**src/rtl/door_pkg.sv**
```systemverilog
// Shared types and helpers for the keypad door controller.
package door_pkg;

  typedef enum logic [2:0] {
    IDLE    = 3'd0,
    ENTRY   = 3'd1,
    GRANT   = 3'd2,
    DENY    = 3'd3,
    LOCKOUT = 3'd4
  } state_t;

  localparam int DIGIT_W      = 2;
  localparam int MAX_CODE_LEN = 16;

  // Digit i of a packed code; digit0 occupies the least significant bits.
  function automatic logic [DIGIT_W-1:0] digit_at(
    input logic [DIGIT_W*MAX_CODE_LEN-1:0] code,
    input int unsigned                     i
  );
    return code[i*DIGIT_W +: DIGIT_W];
  endfunction

  // True when exactly one button rose this cycle.
  function automatic logic is_onehot(input logic [3:0] v);
    return (v != 4'b0) && ((v & (v - 4'd1)) == 4'b0);
  endfunction

  // Index of the lowest set bit; only meaningful when is_onehot() holds.
  function automatic logic [DIGIT_W-1:0] btn_index(input logic [3:0] v);
    if (v[0])      return 2'd0;
    else if (v[1]) return 2'd1;
    else if (v[2]) return 2'd2;
    else           return 2'd3;
  endfunction

endpackage

```
**src/rtl/door_tick_gen.sv**
```systemverilog
// Timing prescaler: one-cycle tick every TICK_DIV cycles, restartable.
module door_tick_gen #(
  parameter int TICK_DIV = 50000000
) (
  input  logic clk,
  input  logic reset,
  input  logic restart,
  output logic tick
);

  localparam int CNT_W = $clog2(TICK_DIV);
  localparam logic [CNT_W-1:0] TERMINAL = CNT_W'(TICK_DIV - 1);

  logic [CNT_W-1:0] cnt;
  logic [CNT_W-1:0] cnt_eff;

  // A restart makes the current cycle position 0 of a fresh tick period.
  always_comb begin
    cnt_eff = restart ? '0 : cnt;
    tick    = (cnt_eff == TERMINAL);
  end

  // Advance the prescaler, wrapping to 0 after the terminal count.
  always_ff @(posedge clk or posedge reset) begin
    if (reset)     cnt <= '0;
    else if (tick) cnt <= '0;
    else           cnt <= cnt_eff + CNT_W'(1);
  end

endmodule

```
**src/rtl/door_access_ctrl.sv**
```systemverilog
// Keypad door lock sequencer: code entry, grant/deny timing, lockout.
module door_access_ctrl
  import door_pkg::*;
#(
  parameter int CODE_LEN      = 4,
  parameter int TICK_DIV      = 50000000,
  parameter int TIMEOUT_TICKS = 10,
  parameter int UNLOCK_TICKS  = 3,
  parameter int DENY_TICKS    = 4,
  parameter int MAX_FAIL      = 3,
  parameter int LOCKOUT_TICKS = 30,
  parameter logic [2*CODE_LEN-1:0] DEFAULT_CODE = 8'b11_01_10_00
) (
  input  logic                  clk,
  input  logic                  reset,
  input  logic [3:0]            btn,
  input  logic                  code_wr_en,
  input  logic [2*CODE_LEN-1:0] code_wr_data,
  output logic                  unlock,
  output logic                  green_led,
  output logic                  red_led,
  output logic                  locked_out,
  output logic [1:0]            fail_cnt,
  output logic [2:0]            state_o
);

  localparam int IDX_W  = (CODE_LEN > 1) ? $clog2(CODE_LEN) : 1;
  localparam int MAX_A  = (TIMEOUT_TICKS > UNLOCK_TICKS) ? TIMEOUT_TICKS : UNLOCK_TICKS;
  localparam int MAX_B  = (DENY_TICKS > LOCKOUT_TICKS) ? DENY_TICKS : LOCKOUT_TICKS;
  localparam int MAX_T  = (MAX_A > MAX_B) ? MAX_A : MAX_B;
  localparam int TCNT_W = $clog2(MAX_T + 1);

  localparam logic [IDX_W-1:0]  LAST_IDX     = IDX_W'(CODE_LEN - 1);
  localparam logic [TCNT_W-1:0] TIMEOUT_LAST = TCNT_W'(TIMEOUT_TICKS - 1);
  localparam logic [TCNT_W-1:0] UNLOCK_LAST  = TCNT_W'(UNLOCK_TICKS - 1);
  localparam logic [TCNT_W-1:0] DENY_LAST    = TCNT_W'(DENY_TICKS - 1);
  localparam logic [TCNT_W-1:0] LOCKOUT_LAST = TCNT_W'(LOCKOUT_TICKS - 1);
  localparam logic [1:0]        FAIL_MAX     = 2'(MAX_FAIL);

  state_t                state;
  logic [3:0]            btn_q;
  logic [2*CODE_LEN-1:0] code_reg;
  logic [IDX_W-1:0]      idx;
  logic                  err;
  logic [TCNT_W-1:0]     tick_cnt;
  logic                  tick_restart;
  logic                  blink;
  logic                  tick;

  logic [3:0]            rise;
  logic                  press_evt;
  logic                  digit_miss;

  door_tick_gen #(
    .TICK_DIV (TICK_DIV)
  ) u_tick_gen (
    .clk     (clk),
    .reset   (reset),
    .restart (tick_restart),
    .tick    (tick)
  );

  assign state_o = state;

  // Rising-edge detect on the keypad and judgement of the current digit.
  always_comb begin
    rise       = btn & ~btn_q;
    press_evt  = (rise != 4'b0);
    digit_miss = !is_onehot(rise) ||
                 (btn_index(rise) != digit_at(32'(code_reg), 32'(idx)));
  end

  // Main sequencer; outputs are registered decodes of the previous state.
  always_ff @(posedge clk or posedge reset) begin
    if (reset) begin
      state        <= IDLE;
      btn_q        <= 4'b0;
      code_reg     <= DEFAULT_CODE;
      idx          <= '0;
      err          <= 1'b0;
      tick_cnt     <= '0;
      tick_restart <= 1'b0;
      blink        <= 1'b0;
      fail_cnt     <= 2'd0;
      unlock       <= 1'b0;
      green_led    <= 1'b0;
      red_led      <= 1'b0;
      locked_out   <= 1'b0;
    end else begin
      btn_q        <= btn;
      tick_restart <= 1'b0;
      unlock       <= (state == GRANT);
      green_led    <= (state == GRANT);
      red_led      <= (state == LOCKOUT) || ((state == DENY) && blink);
      locked_out   <= (state == LOCKOUT);

      case (state)
        IDLE: begin
          if (press_evt) begin
            state        <= ENTRY;
            idx          <= IDX_W'(1);
            err          <= digit_miss;
            tick_cnt     <= '0;
            tick_restart <= 1'b1;
          end else if (code_wr_en) begin
            code_reg <= code_wr_data;
          end
        end

        ENTRY: begin
          if (press_evt) begin
            tick_cnt     <= '0;
            tick_restart <= 1'b1;
            if (idx == LAST_IDX) begin
              idx   <= '0;
              err   <= 1'b0;
              blink <= 1'b1;
              if (err || digit_miss) begin
                state    <= DENY;
                fail_cnt <= (fail_cnt == FAIL_MAX) ? fail_cnt : fail_cnt + 2'd1;
              end else begin
                state    <= GRANT;
                fail_cnt <= 2'd0;
              end
            end else begin
              idx <= idx + IDX_W'(1);
              err <= err || digit_miss;
            end
          end else if (tick) begin
            if (tick_cnt == TIMEOUT_LAST) begin
              state        <= IDLE;
              idx          <= '0;
              err          <= 1'b0;
              tick_cnt     <= '0;
              tick_restart <= 1'b1;
            end else begin
              tick_cnt <= tick_cnt + TCNT_W'(1);
            end
          end
        end

        GRANT: begin
          if (tick) begin
            if (tick_cnt == UNLOCK_LAST) begin
              state        <= IDLE;
              tick_cnt     <= '0;
              tick_restart <= 1'b1;
            end else begin
              tick_cnt <= tick_cnt + TCNT_W'(1);
            end
          end
        end

        DENY: begin
          if (tick) begin
            blink <= ~blink;
            if (tick_cnt == DENY_LAST) begin
              state        <= (fail_cnt == FAIL_MAX) ? LOCKOUT : IDLE;
              tick_cnt     <= '0;
              tick_restart <= 1'b1;
            end else begin
              tick_cnt <= tick_cnt + TCNT_W'(1);
            end
          end
        end

        LOCKOUT: begin
          if (tick) begin
            if (tick_cnt == LOCKOUT_LAST) begin
              state        <= IDLE;
              fail_cnt     <= 2'd0;
              tick_cnt     <= '0;
              tick_restart <= 1'b1;
            end else begin
              tick_cnt <= tick_cnt + TCNT_W'(1);
            end
          end
        end

        default: state <= IDLE;
      endcase
    end
  end

endmodule

```
**config.mk**
```make
export PLATFORM = sky130hd
export DESIGN_NAME = door_access_ctrl
export DESIGN_NICKNAME = d
export VERILOG_FILES = /design/src/rtl/door_pkg.sv /design/src/rtl/door_tick_gen.sv /design/src/rtl/door_access_ctrl.sv
export SDC_FILE = /design/constraint.sdc
export NUM_CORES = 1
export LEC_CHECK = 0
export CORE_MARGIN = 1
export CORE_UTILIZATION = 35
export CTS_CLUSTER_SIZE = 30
export DETAILED_ROUTE_END_ITERATION = 10
export HOLD_SLACK_MARGIN = 0.1
export SLEW_MARGIN = 10
export SYNTH_ARGS = -nofsm -noshare
export SYNTH_HDL_FRONTEND = slang
export SYNTH_SLANG_ARGS = --single-unit
```
**constraint.sdc**
```tcl
create_clock -name clk -period 4.8 [get_ports clk]
set_clock_uncertainty 0.2 [all_clocks]
set_input_delay 0.96 -clock clk [delete_from_list [all_inputs] [get_ports clk]]
set_output_delay 0.96 -clock clk [all_outputs]
set_load 0.05 [all_outputs]
```
==> impl_results.md, run 1 <==
* Via count of the first global-routing pass at 2,186
* Wire per inst at 13.73 microns
* CTS sink count at 56
* CTS resizes at 0
* Relative slew margins at 56.11%
* Worst setup SP type: register
* Synth cell types at 66
* CP Capture Type: register
* GP Congestion at 0.8324
* Diodes inserted at 0
* Max-Cap Viols at 0
* Yosys warnings at 0
* Delay-heaviest family, CP: simple AND/OR/NAND/NOR gates
* CTS tree: yes
* Worst Hold Depth at 1
* First drt pass iteration count at 4
* Syn Inst Count at 315
* #FFs+latches synth at 56
* Crit-path slowest cell: dfrtp_1
* Power density over the cells at 434.2 nW/um^2
* Worst Hold Endpoint: code_reg[2]$_DFFE_PP0P_
* Setup ws final at 1684 ps
* R2r startpoint: tick_restart$_DFF_PP0_
* # setup viols final at 0
* Vias per inst at 5.146
* CTS buffer count at 5
* Global-route wire length before repair at 10.02 mm
* Finished Cell Area at 3535 sq um
* Via count at 2,290
* Post-synthesis cell area at 3131 sq um
* HP Class: reg -> reg
* Drt total wl at 6.110 mm
* Remaining DRCs at 0
* Worst-path maximum fanout at 22
* Critical Path RT at 4810 ps
* FF-to-FF End: tick_cnt[3]$_DFFE_PP0P_
* Overall power at 0.001535 W
* GRT Total Usage at 13.76%
* DR iter-0 viols at 121
* Fin. max-slew vios at 0
* Maximum clock frequency at 320.9 MHz
* Reg-to-reg setup timing slack at 1680 ps
* Pre-CTS setup slack at 1621 ps
* Final hold vios at 0
* Max H-tree Level at 2
* Average size of a mapped cell at 9.938 sq um
* Critical path buffers and inverters at 1
* Most used flip-flop cell after synthesis: dfrtp_1
* Post-synth ARST share at 100.0%
* Final ANT Viol Nets at 0
* Share of post-route cells with drive strength above 1 at 11.57%
* Fillers at 875
* Leakage at 1.510 nW
* Post-Syn Nets at 336
* WS Path Type: reg -> reg
* Seq/Total Area, Yosys at 44.92%
* Crit path cell chain: nor2b_1, ha_1, nand4b_4, nor2_2, and4_1, buf_4, a21oi_2, or2_1, o31ai_1
* Worst VDD drop at 0.2090 mV
* NumNets Final at 357
* Period minus WS final at 3116 ps
* Syn-to-layout area delta at 12.91%
* Crit path largest cell delay at 600 ps
* Initial antenna violation count at 0
* Io pins at 24
* Worst path arrival time at 3120 ps
* Die ar. at 9327 sq um
* Post-CTS Setup Inserts at 0
* Worst-path clk slew at 90 ps
* Die height at 96.58 microns
* Root Driver: clkbuf_8
* Final HPWL DP at 4.555 mm
* Initial Util at 36.07%
* Post-synth EDFFs at 0
* Tcrit/Tclk final at 64.91%
* R2R depth at 9
* Die width at 96.58 microns
* Status: finished, final reports clean
* Area occupied by multi-input gates at 1633 sq um
* RSZ-0062 raised after global routing: no
* Clk_lat worst skew at 310 ps
* Maximum buffer depth of the clock tree at 2
* Setup crit start: tick_restart$_DFF_PP0_
* Post-DP Area at 3453 sq um
* FF+latch area at 1406 sq um
* Hold buffer count at CTS at 0
* Setup TNS at 0 ps
* # port buffers at 23
* Max reg flops at 26
* GRT overflow at 0
* Worst Max-Slew Pin Slew at 657.4 ps
* Largest net degree at the start of global routing at 32
* Hold path start: code_reg[2]$_DFFE_PP0P_
* Site row count at 34
* Core area at 8678 sq um
## metrics by stage
stage | hold WS, ps | std cells | util [%]
after detailed placement | 285.4 | 437 | 39.79
final | 302.3 | 445 | 40.73
after CTS | 308.8 | 445 | 40.73
after floorplan | 270.4 | 315 | -
after global placement | 281.8 | 437 | 39.79
after global routing | 318.2 | 445 | 40.73
## cell usage after synthesis (all sizes together) (2+ instances only)
library cell / number / area, sq um
nand3: 16 / 80.08
dfstp: 4 / 105.1
xnor2: 13 / 113.9
nand3b: 2 / 27.53
and3: 7 / 48.80
and2b: 2 / 15.01
o21ai: 12 / 60.05
and4: 3 / 26.28
xor2: 10 / 87.58
a31oi: 3 / 18.77
o21a: 2 / 15.01
o2bb2ai: 2 / 17.52
clkbuf: 5 / 18.77
a21o: 2 / 15.01
o311ai: 2 / 17.52
ha: 6 / 75.07
dfrtp: 52 / 1301
buf: 6 / 38.79
nor2b: 10 / 62.56
nand2b: 17 / 111.4
inv: 9 / 33.78
or3: 6 / 37.54
a21oi: 10 / 53.80
nand4: 5 / 31.28
mux2: 10 / 112.6
nor4: 4 / 40.04
mux4: 2 / 48.80
nor3: 8 / 50.05
nor2: 34 / 132.6
or2: 2 / 12.52
nand2: 26 / 97.59
o22ai: 2 / 12.51
## power breakdown
part / switching (W) / total, W / internal, W
Combinational: 0.000318 / 0.000579 / 0.000260
Sequential: 0.000119 / 0.000703 / 0.000584
Clock: 0.000150 / 0.000253 / 0.000103
Total: 0.000587 / 0.00153 / 0.000947
## worst max-delay path by stage
stage / endpoint / slack, ps / depth (start not counted)
floorplan: state_o[0]$_DFFE_PP0P_ / 2020 / 11
global placement: state_o[0]$_DFFE_PP0P_ / 1680 / 7
detailed placement: tick_cnt[3]$_DFFE_PP0P_ / 1620 / 9
CTS: tick_cnt[3]$_DFFE_PP0P_ / 1630 / 9
global route: tick_cnt[3]$_DFFE_PP0P_ / 1450 / 9
finish: tick_cnt[3]$_DFFE_PP0P_ / 1680 / 9
## worst register-to-register path, stage by stage (launching register included)
cell and delay [ps]:
dfrtp_1 600, nor2b_1 250, ha_1 270, nand4b_4 160
nor2_2 180, and4_1 500, buf_4 240, a21oi_2 100
or2_1 280, o31ai_1 250
## cells by family (layout without fill, tap and decap cells)
family	Yosys count	after routing	synth area share, %
AO/OA/AOI/OAI	47	47	10.43
multiplexers	13	13	5.476
flip-flops	56	56	44.92
adder cells (fa/ha/maj)	6	6	2.398
XOR/XNOR	23	23	6.435
AND/OR/NAND/NOR	150	150	27.42
buffers and inverters	20	42	2.918
## metal layers
metal	track usage [%]	part of all wire, %	up-vias
li1	-	-	1153
met1	18.43	49	1092
met2	22.59	46	39
met3	3.286	3.3	6
met4	2.941	0.75	0
met5	0	0	-
## cell type report
cell class / instances / share of cell area (%)
clock buffers: 7 / 2.159
clock inverters: 1 / 0.1416
inverters: 9 / 0.9558
multi-input cells: 239 / 46.19
flip-flops and latches: 56 / 39.79
well taps: 108 / 3.823
repair buffers: 25 / 6.938
## cells in the final DEF, fill, tap and decap left out, types with 8 or more instances in the layout
cell type,instances
dfrtp_1,52
nor2_1,32
nand2_1,26
clkdlybuf4s50_1,23
nand3_1,16
nand2b_1,15
xnor2_1,13
mux2_2,10
nor2b_1,10
xor2_1,10
o21ai_0,9
a21oi_1,9
inv_1,8
(Power assumes the default switching activity.)
==> run 2: changes to the inputs <==
clock period = 2.72 ns   (was 4.8 ns; I/O delays follow)
==> run 2 against run 1 <==
Compared with the run above:
- critical endpoint is now state_o[2]
- critical path depth is 8 lower
- non-clock buffer count is 11 higher
- core utilization is 1.4 points higher
- via count is 3.0% higher
==> impl_results.md, run 2 (synthesis results as in run 1) <==
* Delay-heaviest family, CP: buffers and inverters
* Relative slew margins at 66.41%
* Wire per inst at 14.01 microns
* Io pins at 24
* Via count of the first global-routing pass at 2,341
* Vias per inst at 5.171
* NumNets Final at 368
* Crit-path slowest cell: clkdlybuf4s50_1
* # port buffers at 23
* GRT overflow at 0
* Via count at 2,358
* Post-CTS Setup Inserts at 0
* HP Class: in -> async
* Internal Power at 0.001817 W
* Die width at 96.58 microns
* Setup TNS at 0 ps
* Die height at 96.58 microns
* Post-DP Area at 3548 sq um
* Root Driver: clkbuf_8
* # setup viols final at 0
* Maximum buffer depth of the clock tree at 2
* Period minus WS final at 2569 ps
* Initial antenna violation count at 0
* Met3 usage at 2.660%
* Sequential Power Share at 42.4%
* Critical Path RT at 1980 ps
* Initial Util at 36.07%
* Final ANT Viol Nets at 0
* Global-route wire length before repair at 11.03 mm
* First drt pass iteration count at 4
* Syn-to-layout area delta at 16.79%
* Logic pwr share at 38.6%
* Max H-tree Level at 2
* Final HPWL DP at 4.634 mm
* Commonest non-fill, non-tap cell in the layout: dfrtp_1
* Finished Cell Area at 3656 sq um
* Site row count at 34
* Critical path buffers and inverters at 1
* CTS sink count at 56
* GP Congestion at 0.8578
* CTS buffer count at 5
* CTS tree: yes
* GRT Total Usage at 15.20%
* Drt total wl at 6.389 mm
* Worst Max-Slew Pin Slew at 502.3 ps
* Maximum clock frequency at 389.2 MHz
* Remaining DRCs at 0
* Grt peak-use layer: met2
* Leakage at 1.583 nW
* Worst VDD drop at 0.3761 mV
* RSZ-0062 raised after global routing: no
* Met2 GRT Util at 25.88%
* Max-Cap Viols at 0
* Largest net degree at the start of global routing at 42
* Die ar. at 9327 sq um
* Diodes inserted at 0
* Power density over the cells at 785.8 nW/um^2
* CTS resizes at 0
* Net Switching at 0.001056 W
* Worst-path maximum fanout at 13
* Worst path arrival time at 1830 ps
* Status: finished, final reports clean
* Worst-path clk slew at 100 ps
* Fin. max-slew vios at 0
* Crit path cell chain: clkdlybuf4s50_1
* CP Capture Type: primary output
* Crit path largest cell delay at 890 ps
* Tcrit/Tclk final at 94.46%
* Final hold vios at 0
* Clk pwr share at 19.0%
* Met1 Use GR at 20.06%
* Worst setup SP type: register
* Clk_lat worst skew at 310 ps
* Max reg flops at 26
* WS Path Type: reg -> out
* Switching Share at 36.75%
* Hold buffer count at CTS at 0
* Share of post-route cells with drive strength above 1 at 14.66%
* Core area at 8678 sq um
* DR iter-0 viols at 73
* Most frequent cells in the layout: 52 x dfrtp_1, 32 x nor2_1, 26 x nand2_1, 23 x clkdlybuf4s50_1, 16 x nand3_1
run 2: cell types whose count changed in the layout (fill, tap and decap cells not counted):
cell and change:
buf_4 +10, buf_12 +1, bufinv_16 +1, clkbuf_1 -1
run 2: power by group through the flow:
stage | sequential (W) | clock, W | combinational [W]
finish | 0.00122 | 0.000546 | 0.00111
global route | 0.00125 | 0.000593 | 0.00123
CTS | 0.00122 | 0.000567 | 0.00112
detailed placement | 0.00124 | 0 | 0.00112
global placement | 0.00123 | 0 | 0.00111
floorplan | 0.00129 | 0 | 0.000729
run 2: worst register-to-register path, stage by stage (launching register included):
cell      delay (ps)
dfrtp_1          400
nor2b_1          160
ha_1             260
nand4b_4         170
nor2_2           180
and4_1           430
a21oi_2          140
or2_1            280
o31ai_1          220
run 2: final cells by class:
type,count,area (sq um)
Clock inverter,2,35.03
Fill cell,880,5022
Multi-Input combinational cell,239,1633
Timing Repair Buffer,36,340.3
Sequential cell,56,1406
Clock buffer,6,72.57
Inverter,9,33.78
Tap cell,108,135.1
run 2: metal layers:
layer / share of wire [%] / up-vias
met3: 2.6 / 8
li1: - / 1170
met4: 1.2 / 0
met5: 0 / -
met2: 49 / 37
met1: 47 / 1143
run 2: worst paths after layout:
check                           slack [ps]                           to                    start  cells after the start
worst max-delay path                   150                   state_o[2]   state_o[2]$_DFFE_PP0P_                      1
worst min-delay path                   320           btn_q[3]$_DFF_PP0_                    reset                      2
worst max register to register         210      tick_cnt[3]$_DFFE_PP0P_   tick_restart$_DFF_PP0_                      8
worst min register to register         320      code_reg[1]$_DFFE_PP0P_  code_reg[1]$_DFFE_PP0P_                      1
max in group asynchronous             1460  u_tick_gen.cnt[1]$_DFF_PP0_                    reset                      3
min in group clk                       320      code_reg[1]$_DFFE_PP0P_  code_reg[1]$_DFFE_PP0P_                      1
run 2: metrics by stage:
stage,util [%],total power (W),instances,hold slack [ps],setup WS [ps]
2_1_floorplan,-,0.002018,315,270.4,19.32
3_3_place_gp,40.89,0.002335,448,279.9,82.79
3_5_place_dp,40.89,0.002354,448,302.5,27.12
4_1_cts,42.13,0.002910,456,326.7,157.7
5_1_grt,42.13,0.003081,456,347.5,45.42
6_report,42.13,0.002873,456,317.3,150.6
